==> config.mk <==
export PLATFORM = sky130hd
export DESIGN_NAME = ma_redirect_ctrl
export DESIGN_NICKNAME = d
export VERILOG_FILES = /design/src/rtl/ma_redirect_ctrl_pkg.sv /design/src/rtl/redir_arbiter.sv /design/src/rtl/seu_regs.sv /design/src/rtl/ma_redirect_ctrl.sv
export SDC_FILE = /design/constraint.sdc
export NUM_CORES = 1
export LEC_CHECK = 0
export BUFFER_PORTS_ARGS = -buffer_cell sky130_fd_sc_hd__buf_2
export CAP_MARGIN = 0
export CELL_PAD_IN_SITES_DETAIL_PLACEMENT = 1
export CELL_PAD_IN_SITES_GLOBAL_PLACEMENT = 1
export CORE_AREA = 2 2 104 106
export CTS_CLUSTER_DIAMETER = 200
export DETAILED_ROUTE_END_ITERATION = 6
export DIE_AREA = 0 0 106 108
export PLACE_DENSITY_LB_ADDON = 0.1
export SYNTH_ARGS = -nofsm -noshare
export SYNTH_HDL_FRONTEND = slang
export SYNTH_SLANG_ARGS = --single-unit
export TNS_END_PERCENT = 5
==> constraint.sdc <==
create_clock -name s_clk_i -period 3.11 [get_ports s_clk_i]
set_input_delay 0.4665 -clock s_clk_i [delete_from_list [all_inputs] [get_ports s_clk_i]]
set_output_delay 0.4665 -clock s_clk_i [all_outputs]
set_load 0.02 [all_outputs]
==> src/rtl/ma_redirect_ctrl_pkg.sv <==
// Shared types for the MA-stage redirect controller: FSM states and redirect causes.
package ma_redirect_ctrl_pkg;

    typedef enum logic [1:0] {
        RS_BOOT  = 2'd0,
        RS_IDLE  = 2'd1,
        RS_REDIR = 2'd2
    } redir_state;

    typedef enum logic [1:0] {
        RC_EXC  = 2'd0,
        RC_INT  = 2'd1,
        RC_MRET = 2'd2,
        RC_RST  = 2'd3
    } redir_cause;

    localparam int ADDR_W = 32;

endpackage

==> src/rtl/redir_arbiter.sv <==
// Fixed-priority selection of the MA redirect source, with escalation of runaway restart loops
// into an exception redirect.
module redir_arbiter
    import ma_redirect_ctrl_pkg::*;
#(
    parameter int MAX_RST = 7,
    parameter int CNT_W   = 3
) (
    input  logic              s_sample_i,
    input  logic              s_exception_i,
    input  logic [31:0]       s_exc_trap_i,
    input  logic              s_int_pending_i,
    input  logic [31:0]       s_int_trap_i,
    input  logic              s_treturn_i,
    input  logic [31:0]       s_mepc_i,
    input  logic              s_rstpp_i,
    input  logic [31:0]       s_rst_point_i,
    input  logic [CNT_W-1:0]  s_rstcnt_i,
    output logic              s_event_o,
    output redir_cause        s_cause_o,
    output logic [31:0]       s_target_o,
    output logic              s_escalate_o
);

    always_comb begin
        s_event_o    = 1'b0;
        s_cause_o    = RC_EXC;
        s_target_o   = s_exc_trap_i;
        s_escalate_o = 1'b0;
        if (s_sample_i) begin
            if (s_exception_i) begin
                s_event_o = 1'b1;
            end else if (s_int_pending_i) begin
                s_event_o  = 1'b1;
                s_cause_o  = RC_INT;
                s_target_o = s_int_trap_i;
            end else if (s_treturn_i) begin
                s_event_o  = 1'b1;
                s_cause_o  = RC_MRET;
                s_target_o = s_mepc_i;
            end else if (s_rstpp_i) begin
                s_event_o = 1'b1;
                // A restart with the counter already at its limit becomes a trap instead.
                if (s_rstcnt_i == CNT_W'(MAX_RST)) begin
                    s_escalate_o = 1'b1;
                end else begin
                    s_cause_o  = RC_RST;
                    s_target_o = s_rst_point_i;
                end
            end
        end
    end

endmodule

==> src/rtl/seu_regs.sv <==
// Plain register bank with asynchronous active-low clear to zero; the instance name labels
// the bank so fault injection can target it.
module seu_regs #(
    parameter int W = 1
) (
    input  logic         s_clk_i,
    input  logic         s_resetn_i,
    input  logic [W-1:0] s_d_i,
    output logic [W-1:0] s_q_o
);

    always_ff @(posedge s_clk_i or negedge s_resetn_i) begin
        if (!s_resetn_i) begin
            s_q_o <= '0;
        end else begin
            s_q_o <= s_d_i;
        end
    end

endmodule

==> src/rtl/ma_redirect_ctrl.sv <==
// MA-stage redirect controller: turns CSR-unit events into one fetch redirect, sequences the
// front-end flush and escalates runaway pipeline-restart loops.
module ma_redirect_ctrl
    import ma_redirect_ctrl_pkg::*;
#(
    parameter int MAX_RST = 7,
    parameter int CNT_W   = 3
) (
    input  logic              s_clk_i,
    input  logic              s_resetn_i,
    input  logic [31:0]       s_boot_add_i,
    input  logic              s_stall_i,
    input  logic              s_valid_i,
    input  logic              s_exception_i,
    input  logic [31:0]       s_exc_trap_i,
    input  logic              s_int_pending_i,
    input  logic [31:0]       s_int_trap_i,
    input  logic              s_treturn_i,
    input  logic [31:0]       s_mepc_i,
    input  logic              s_rstpp_i,
    input  logic [31:0]       s_rst_point_i,
    input  logic              s_fe_ready_i,
    output logic              s_redirect_o,
    output logic [31:0]       s_redirect_add_o,
    output logic              s_flush_o,
    output logic              s_interrupted_o,
    output logic              s_rstmax_o,
    output logic [CNT_W-1:0]  s_rstcnt_o,
    output logic [1:0]        s_dbg_state_o
);

    // Handshake: s_redirect_o/s_redirect_add_o act as valid/data and stay stable until a cycle
    // with s_fe_ready_i high; the transfer completes on that clock edge.
    logic [1:0]       state_q, state_d;
    logic [31:0]      target_q, target_d;
    logic [CNT_W-1:0] cnt_q, cnt_d;
    logic [1:0]       pulse_q, pulse_d;
    redir_state       state, state_n;

    logic             sample;
    logic             arb_event;
    redir_cause       arb_cause;
    logic [31:0]      arb_target;
    logic             arb_escalate;

    seu_regs #(.W(2)) REDIR_STATE (
        .s_clk_i(s_clk_i), .s_resetn_i(s_resetn_i), .s_d_i(state_d), .s_q_o(state_q)
    );

    seu_regs #(.W(32)) REDIR_TARGET (
        .s_clk_i(s_clk_i), .s_resetn_i(s_resetn_i), .s_d_i(target_d), .s_q_o(target_q)
    );

    seu_regs #(.W(CNT_W)) REDIR_RSTCNT (
        .s_clk_i(s_clk_i), .s_resetn_i(s_resetn_i), .s_d_i(cnt_d), .s_q_o(cnt_q)
    );

    seu_regs #(.W(2)) REDIR_PULSE (
        .s_clk_i(s_clk_i), .s_resetn_i(s_resetn_i), .s_d_i(pulse_d), .s_q_o(pulse_q)
    );

    assign state  = redir_state'(state_q);
    assign sample = (state == RS_IDLE) & s_valid_i & ~s_stall_i;

    redir_arbiter #(.MAX_RST(MAX_RST), .CNT_W(CNT_W)) u_arbiter (
        .s_sample_i      (sample),
        .s_exception_i   (s_exception_i),
        .s_exc_trap_i    (s_exc_trap_i),
        .s_int_pending_i (s_int_pending_i),
        .s_int_trap_i    (s_int_trap_i),
        .s_treturn_i     (s_treturn_i),
        .s_mepc_i        (s_mepc_i),
        .s_rstpp_i       (s_rstpp_i),
        .s_rst_point_i   (s_rst_point_i),
        .s_rstcnt_i      (cnt_q),
        .s_event_o       (arb_event),
        .s_cause_o       (arb_cause),
        .s_target_o      (arb_target),
        .s_escalate_o    (arb_escalate)
    );

    always_comb begin
        state_n = state;
        case (state)
            RS_BOOT:  if (s_fe_ready_i) state_n = RS_IDLE;
            RS_IDLE:  if (arb_event)    state_n = RS_REDIR;
            RS_REDIR: if (s_fe_ready_i) state_n = RS_IDLE;
            default:  state_n = RS_BOOT;
        endcase
    end

    always_comb begin
        state_d  = state_n;
        target_d = arb_event ? arb_target : target_q;
        pulse_d  = {arb_event & (arb_cause == RC_INT), arb_escalate};
        cnt_d    = cnt_q;
        if (arb_event) begin
            if (arb_escalate) begin
                cnt_d = '0;
            end else if (arb_cause == RC_RST && cnt_q < CNT_W'(MAX_RST)) begin
                cnt_d = cnt_q + CNT_W'(1);
            end
        end else if (sample) begin
            // A clean retirement breaks the restart loop.
            cnt_d = '0;
        end
    end

    assign s_redirect_o     = (state != RS_IDLE);
    assign s_flush_o        = (state != RS_IDLE);
    assign s_redirect_add_o = (state == RS_BOOT) ? s_boot_add_i : target_q;
    assign s_interrupted_o  = pulse_q[1];
    assign s_rstmax_o       = pulse_q[0];
    assign s_rstcnt_o       = cnt_q;
    assign s_dbg_state_o    = state_q;

endmodule

==> metrics.md <==
| Metric | Value |
|---|---|
| Final hold violations | `0` |
| Post-Syn Instances | `around 350` |
| Setup violators final | `0` |
| Sequential fraction of the synthesis area | `0.3135` |
| R2r startpoint | `REDIR_RSTCNT.s_q_o[0]` |
| Post-CTS Setup Bufs | `0` |
| H-tree Lvls | `2` |
| CP arrival | `2.08 ns` |
| Max VDD drop | `294.2 uV` |
| Share of cells above drive strength 1 | `0.5000` |
| Crit path max fanout | `17` |
| PD cells | `approximately 730 mW/mm2` |
| Required time of the critical path | `roughly 2.6 ns` |
| Vias in the first global route | `between 3k and 4k` |
| Area grow syn2layout | `39.99%` |
| Net Count, Synth | `about 530` |
| Worst-path clk slew | `approximately 0.08 ns` |
| Final setup margin | `approximately 0.56 ns` |
| Post-synth ARST share | `1.000` |
| YS warnings | `0` |
| TritonCTS buffer count | `5` |
| Vias per cell | `~5.3` |
| Slew Viols, Final | `0` |
| Number of synthesized flops with an enable pin | `0` |
| Avg Cell Area, Syn | `~9 um2` |
| Post-synth cell types | `31` |
| Final RePlAce weighted congestion | `slightly below 0.8` |
| First-pass GRT wire length | `between 15 and 20 mm` |
| Drt total wl | `about 12 mm` |
| Worst reg2reg path depth | `7` |
| Antenna-violating nets left | `0` |
| Synthesized area | `slightly above 0.003 mm2` |
| Tmin final | `around 2.5 ns` |
| Initial antenna violation count | `1` |
| Hold Crit Class | `in2async` |
| CTS tree | `built` |
| Tcrit/Tclk final | `0.8191` |
| DRC | `0` |
| Rows | `37` |
| Worst slew pin tran | `1.028 ns` |
| GRT Total Usage | `0.2115` |
| Largest net degree at the start of global routing | `45` |
| DR vias | `3632` |
| CP Launch Point | `REDIR_STATE.s_q_o[0]` |
| Peak Freq | `roughly 390 MHz` |
| Die Height | `about 110 um` |
| Clock skew | `~0.008 ns` |
| Clk_lat worst skew | `~0.30 ns` |
| Number of max-cap violations | `0` |
| DP Wirelength | `roughly 9 mm` |
| Clock sinks | `39` |
| Full die area | `0.01145 mm2` |
| Yosys reg bits | `39` |
| DRT iter0 DRCs | `roughly 130` |
| Leak | `a little over 2 nW` |
| Critical path class | `reg2out` |
| Relative slew slack | `0.3146` |
| CP Launch Type | `flip-flop` |
| Starting density of the core | `0.3043` |
| DR WL/cell | `between 15 and 20 um` |
| Drt pass-1 iters | `4` |
| Die width | `between 100 and 150 um` |
| Endpoint type of the worst setup path | `output port` |
| IO Port Bufs | `around 210` |
| Root Buffer | `clkbuf_8` |
| Hold Buf Count CTS | `0` |
| Primary FF master, synth | `dfrtp_1` |
| Worst R2R Setup Slack | `~1 ns` |
| Net count, final | `between 700 and 800` |
| Setup TNS | `0 ns` |
| I/O pins | `210` |
| Bufs on Longest Clock Path | `2` |
| Core box area | `between 0.01 and 0.015 mm2` |
| Unrepaired setup endpoints after global routing | `false` |
| Dpl ws | `approximately 0.86 ns` |
| Critical R2R Capture | `REDIR_TARGET.s_q_o[28]` |
| Cts repair resizes | `0` |
| Hold_ws | `around 0.30 ns` |
| GRT Residual Overflow | `0` |
| Outcome | `complete, no violations` |
[layout by cell type (no fill, tap or decap), drive strengths merged, types with 2 or more instances in the layout]
master  netlist  layout
o211ai        8       8
dfrtp        39      39
nor2         64      64
ha            3       3
nand3b       24      24
clkbuf       16       6
buf          20     218
a211o        24      24
a22o          2       2
clkinv        1       2
a22oi         8       8
nand2        24      24
a31oi        32      32
mux2         41      41
nand2b       11      11
a221oi       24      24
[worst max-delay path, cell delays in order (launching register included)]
cell	delay, ns
dfrtp_1	0.47
nor2_4	0.55
buf_12	0.24
mux2_2	0.35
buf_2	0.16
[cells by family after synthesis]
family | after synthesis | share of synthesized area
DFF | 39 | 0.3135
AOI/OAI and AO/OA | 100 | 0.2484
adders and majority gates | 3 | 0.01206
and+or+nand+nor | 133 | 0.2154
muxes | 41 | 0.1483
buffers and inverters | 38 | 0.06230
[sequential cells by signal (all words and copies together) (netlist names)]
register and count:
REDIR_PULSE.s_q_o 2, REDIR_RSTCNT.s_q_o 3, REDIR_STATE.s_q_o 2, REDIR_TARGET.s_q_o 32
[where the power goes]
group	switching, W	internal (W)	leakage, nW
Sequential	0.000155	0.000742	0.460
Clock	0.000192	0.000260	0.0612
Combinational	0.00101	0.000806	1.50
Total	0.00136	0.00181	2.02
[through the flow]
step           total power, W  area (um2)  instances    util
2_1_floorplan        0.002120        3113        354       -
3_3_place_gp         0.002708        4238        672  0.4142
3_5_place_dp         0.002754        4238        672  0.4142
4_1_cts              0.003218        4355        680  0.4257
5_1_grt              0.003395        4358        681  0.4260
6_report             0.003165        4358        681  0.4260
[cell type report]
| type | instances | area (um2) |
|---|---|---|
| diodes | 1 | 2.502 |
| clock buffers | 6 | 82.58 |
| clock inverters | 2 | 35.03 |
| fillers | 1285 | 5873 |
| inverters | 2 | 7.507 |
| multi-input cells | 277 | 1958 |
| flip-flops and latches | 39 | 975.9 |
| well taps | 136 | 170.2 |
| repair buffers | 218 | 1126 |
[worst max path at each step]
| stage | to | depth (start not counted) |
|---|---|---|
| 5_1_grt | s_redirect_add_o[12] | 4 |
| 3_5_place_dp | REDIR_TARGET.s_q_o[21] | 5 |
| 4_1_cts | s_redirect_add_o[20] | 4 |
| 6_report | s_redirect_add_o[20] | 4 |
| 2_1_floorplan | REDIR_TARGET.s_q_o[12] | 7 |
| 3_3_place_gp | s_redirect_add_o[30] | 4 |
[Yosys cell counts, drive strengths merged, types with 2 or more instances]
library cell	number	share of area
o211ai	8	0.019
a31oi	32	0.064
a221oi	24	0.068
buf	20	0.041
a22o	2	0.0056
dfrtp	39	0.31
nor2	64	0.077
nand2	24	0.029
ha	3	0.012
nand2b	11	0.022
nand3b	24	0.058
a22oi	8	0.019
clkbuf	16	0.019
a211o	24	0.068
mux2	41	0.15
[layer usage]
layer | up-vias | wire length (um) | part of all wire | track usage
li1 | 1709 | - | - | -
met1 | 1777 | 4934 | 0.40 | 0.2499
met2 | 128 | 6358 | 0.52 | 0.3903
met3 | 18 | 771 | 0.063 | 0.04280
met4 | 0 | 171 | 0.014 | 0.05733
met5 | - | 0 | 0 | 0
Note: power is estimated with default switching activity, not from simulation.
